## src/rtl/p_output_router_strait.sv

```systemverilog
// p_output_router_strait: 2-entry in-order output buffer steering P results to the bottom or right neighbour.
// Defining STRAIT_MISR_EN adds a 32-bit MISR signature over every popped word.
module p_output_router_strait #(
    parameter int CW = 16
) (
    input  logic          clk,
    input  logic          rst_n,
    input  logic [31:0]   in_p,
    input  logic          in_sel,
    input  logic          in_valid,
    output logic          in_ready,
    output logic [31:0]   to_bottom,
    output logic          bottom_valid,
    input  logic          bottom_ready,
    output logic [31:0]   to_right,
    output logic          right_valid,
    input  logic          right_ready,
    output logic [CW-1:0] pop_count,
    input  logic          misr_clr,
    output logic [31:0]   misr_sig
);
    typedef enum logic [1:0] {EMPTY = 2'd0, ONE = 2'd1, FULL = 2'd2} state_t;

    state_t      state, state_next;
    logic [31:0] head_data, tail_data;
    logic        head_sel, tail_sel;
    logic        push, pop, load_head, shift_head, load_tail;

    // Only the head's selected ready matters; a blocked head stalls everything behind it.
    always_comb begin
        in_ready   = state != FULL;
        push       = in_valid && in_ready;
        pop        = (state != EMPTY) && (head_sel ? right_ready : bottom_ready);
        state_next = state;
        load_head  = 1'b0;
        shift_head = 1'b0;
        load_tail  = 1'b0;
        case (state)
            EMPTY: begin
                if (push) begin
                    state_next = ONE;
                    load_head  = 1'b1;
                end
            end
            ONE: begin
                if (push && pop) begin
                    load_head = 1'b1;
                end else if (push) begin
                    state_next = FULL;
                    load_tail  = 1'b1;
                end else if (pop) begin
                    state_next = EMPTY;
                end
            end
            FULL: begin
                if (pop) begin
                    state_next = ONE;
                    shift_head = 1'b1;
                end
            end
            default: state_next = EMPTY;
        endcase
    end

    always_ff @(posedge clk or negedge rst_n) begin
        if (!rst_n) begin
            state     <= EMPTY;
            head_data <= '0;
            head_sel  <= 1'b0;
            tail_data <= '0;
            tail_sel  <= 1'b0;
            pop_count <= '0;
        end else begin
            state <= state_next;
            if (load_head) begin
                head_data <= in_p;
                head_sel  <= in_sel;
            end else if (shift_head) begin
                head_data <= tail_data;
                head_sel  <= tail_sel;
            end
            if (load_tail) begin
                tail_data <= in_p;
                tail_sel  <= in_sel;
            end
            if (pop)
                pop_count <= pop_count + CW'(1);
        end
    end

    always_comb begin
        bottom_valid = (state != EMPTY) && !head_sel;
        right_valid  = (state != EMPTY) && head_sel;
        to_bottom    = bottom_valid ? head_data : '0;
        to_right     = right_valid ? head_data : '0;
    end

`ifdef STRAIT_MISR_EN
    logic [31:0] misr;
    logic        misr_fb;

    assign misr_fb  = misr[31] ^ misr[21] ^ misr[1] ^ misr[0];
    assign misr_sig = misr;

    // Clear wins over a simultaneous pop so a test can start from a known seed.
    always_ff @(posedge clk or negedge rst_n) begin
        if (!rst_n)
            misr <= '0;
        else if (misr_clr)
            misr <= '0;
        else if (pop)
            misr <= {misr[30:0], misr_fb} ^ head_data;
    end
`else
    logic unused_misr_clr;

    assign unused_misr_clr = misr_clr;
    assign misr_sig        = '0;
`endif

endmodule

```

## config.mk

```make
export PLATFORM = sky130hd
export DESIGN_NAME = p_output_router_strait
export DESIGN_NICKNAME = d
export VERILOG_FILES = /design/src/rtl/p_output_router_strait.sv
export SDC_FILE = /design/constraint.sdc
export NUM_CORES = 1
export LEC_CHECK = 0
export CAP_MARGIN = 20
export CORE_MARGIN = 1
export CORE_UTILIZATION = 41
export DETAILED_ROUTE_END_ITERATION = 12
export GPL_ROUTABILITY_DRIVEN = 0
export HOLD_SLACK_MARGIN = 0.05
export MAX_ROUTING_LAYER = met4
export PLACE_DENSITY_LB_ADDON = 0.05
export SYNTH_ARGS = -nofsm -noshare
export SYNTH_HDL_FRONTEND = slang
export SYNTH_SLANG_ARGS = --single-unit
```

## constraint.sdc

```tcl
create_clock -name clk -period 4.23 [get_ports clk]
set_clock_uncertainty 0.2 [all_clocks]
set_input_delay 1.269 -clock clk [delete_from_list [all_inputs] [get_ports clk]]
set_output_delay 1.269 -clock clk [all_outputs]
set_load 0.005 [all_outputs]
```

==> results <==
- The final instance count without filler cells is 611.
- The maximum fanout count along the critical path is 19.
- The post-placement cell count is 593.
- Setup violations remaining at the end of the flow were counted as 0.
- The placed instances occupy a cell area of 5460 sq um.
- In this run the static leakage power is 2.75 nW.
- Setup repair after global routing left no endpoint under its margin.
- The die covers 10,800 sq um.
- The top cell types in the final layout, fill and taps aside, are clkdlybuf4s50_1 (119), dfrtp_1 (84), and2_1 (64).
- The run finished with clean final reports.
- In this run the core area contains 36 standard-cell rows.
- Leaving out fill and tap cells, the most frequent cell in the layout is clkdlybuf4s50_1.
- The final layout contains routed wiring with a total length of 9.10 mm.
- Yosys printed 0 warnings.
- At the worst endpoint, the arrival time is 2.38 ns.
- The post-route DRC violation count is 0.
- After the first detailed-routing iteration, the DRC count stood at 98.
- Entering global routing, the biggest net connects 85 pins.
- The core region area is 9910 sq um.
- The via count of the first global-routing pass is 2,809.
- The capturing element type of the critical path is an output port.
- Derived from the worst setup path, the maximum achievable clock frequency is 259 MHz.
- The critical path goes through nor2_1, nor2b_2, buf_8, and2_1, clkdlybuf4s50_1.
- The synthesized flop and latch total is 84.
- The number of iterations in the first detailed-routing pass is 4.
- The count of cell types in the netlist is 31.
- The cell area after synthesis is 4260 sq um.
- Pin placement for this block handled 154 I/O pins.
- The smallest clock period supported by the final layout is computed as 3.85 ns.
- The aggregate global routing overflow is 0.
- The worst setup path category is reg2out.
- For this design the ratio of total power to cell area is 672 nW/um^2.
- The layout overhead on the synthesized area is 35.4%.
- TritonCTS created 9 clock buffers.
- The post-CTS clock slew at the launch and capture registers of the worst setup and hold paths is 0.09 ns.
- STA classifies the critical path startpoint as a register.
- The initial antenna violation count is 0.
- The number of pins exceeding their max-slew limit in the final report was 0.
- The logic depth of the worst register-to-register path is 5.
- The maximum number of buffers from clock root to sink is 2.
- The post-detailed-placement half-perimeter wirelength is 5.81 mm.
- Together, buffers and inverters on the worst path number 2.
- The number of I/O port buffers is 120.
- Buffers inserted to repair hold after CTS numbered 0.
- Final hold analysis gives a worst-case slack of 0.278 ns.
- Measured along the x axis, the die boundary spans 104 um.
- In the final timing run, aggregate negative setup slack is 0 ns.
- In this run the number of cells on the critical path is 5.
- The tree built by TritonCTS fans out to 84 sinks.
- The net count of the finished layout is 514.
- The highest ir drop seen on vdd is 0.388 mV.
- The detail-routed via count per cell is 4.76.
- The biggest area contributor in the post-synthesis netlist is dfrtp_1.
- The class of the tightest hold or removal check is reg2reg.
- The actual slew at the worst max-slew pin is 0.863 ns.
- The overall fraction of global-route tracks in use is 18.1%.
- The clock tree synthesis step divided the H-tree into 3 levels.
- The clock reaches the later pin of the worst-skew pair after 0.34 ns.
- The slowest cell on the critical path is nor2b_2.
- The total number of vias is 2,910.
- Of the available clock period, the critical path in the final layout requires 91.1%.
- The share of cells above drive strength 1 is 13.6%.
- The share of the Yosys chip area taken by registers is 49.4%.
- The tool flagged a number of max-cap violations equal to 0.
- The post-cts resize count is 0.
- On the critical path the largest part of the delay comes from simple AND/OR/NAND/NOR gates.
- The number of antenna diodes in the final layout is 0.
- The first global-routing pass estimated 15.0 mm of wire.
- The post-detailed-route count of antenna-violating nets is 0.
- TritonCTS built the clock tree.
- The critical path data required time is 2.76 ns.
- The count of endpoints failing hold in the final timing report was 0.
- By area the synthesized netlist is led by dfrtp_1 (49%), mux2_4 (10%), and2_1 (9.4%), a22o_1 (6.8%), a21o_1 (5.8%).
- In this run the tightest slew margin relative to its limit is 42.3%.
- The depth of the worst hold-timing path is 1.
- Synthesis handed over a netlist of 356 instances.
- In this design, the stage delay of the slowest critical-path cell is 0.55 ns.
- The master cell of the clock root buffer is clkbuf_8.
- The area share of the largest cell type after synthesis is 49.4%.
- A synthesized cell averages 12.0 sq um.
- The initial utilization of the core area, before any placement, comes to 43.0%.
- The die is 104 um tall.
- After detailed routing, the average wire length per cell comes to 14.9 um.
- The number of buffers inserted to repair setup after CTS is 0.
- Once layout is done, the placed cells without fillers occupy 5770 sq um.
- The final design utilization is 58.2%.
==> power breakdown <==
| part | internal, mW | leakage [nW] | switching, mW |
|---|---|---|---|
| Sequential | 1.16 | 1.03 | 0.246 |
| Combinational | 1.09 | 1.59 | 0.645 |
| Clock | 0.449 | 0.126 | 0.285 |
| Total | 2.70 | 2.75 | 1.18 |
==> cell families after synthesis <==
| group | synth area share, % |
|---|---|
| adder cells (fa/ha/maj) | 0.294 |
| XOR/XNOR | 3.08 |
| multiplexers | 12.3 |
| other | 0.0880 |
| buffers and inverters | 8.17 |
| flip-flops | 49.4 |
| AO/OA/AOI/OAI | 13.0 |
| AND/OR/NAND/NOR | 13.6 |
==> metrics by stage <==
step | power (mW) | worst slack, ns
after floorplan | 2.37 | 1.49
after global placement | 3.10 | 0.478
after detailed placement | 3.14 | 0.400
after CTS | 3.88 | 0.0213
after global routing | 4.14 | 0.192
final | 3.87 | 0.376
==> sequential cells by signal, indices dropped and copies added, names as in the netlist <==
name,flops
head_sel,1
state,2
tail_sel,1
head_data,32
tail_data,32
pop_count,16
==> cell usage after synthesis, drive strengths merged <==
cell and instances:
xor2 4, mux2i 1, and3 1, xnor2 11, mux2 35, a21o 33, dfrtp 84, nor3b 1
nor3 2, inv 1, nand4 6, clkbuf 13, nor2 7, buf 38, ha 1, or2 1
nor4 2, nand2 7, a22o 33, and2 64, nand3 4, nand2b 2, o21ai 2, a21oi 1
conb 1, nor2b 1
==> metal layers <==
layer	part of all wire, %	vias up	track usage [%]
met2	44	94	26.5
met1	50	1406	25.1
li1	-	1401	-
met4	1.2	0	5.20
met3	4.2	9	3.95
met5	0	-	-
==> worst paths after layout <==
kind | startpoint | end | slack (ns)
hold reg to reg | pop_count[15] | pop_count[15] | 0.28
min in group asynchronous | rst_n | head_data[26] | 0.72
hold / removal | pop_count[15] | pop_count[15] | 0.28
max in group asynchronous | rst_n | head_data[5] | 2.48
setup / recovery | state[0] | to_right[28] | 0.38
setup reg to reg | head_sel | tail_data[15] | 1.75
==> area by class of cell <==
type | count | area (sq um)
Inverter | 1 | 3.75
Fill cell | 872 | 4140
Tap cell | 133 | 166
Sequential cell | 84 | 2100
Clock buffer | 10 | 128
Clock inverter | 5 | 125
Multi-Input combinational cell | 251 | 1950
Timing Repair Buffer | 127 | 1290
No activity file was read; power rests on OpenSTA's default activity.
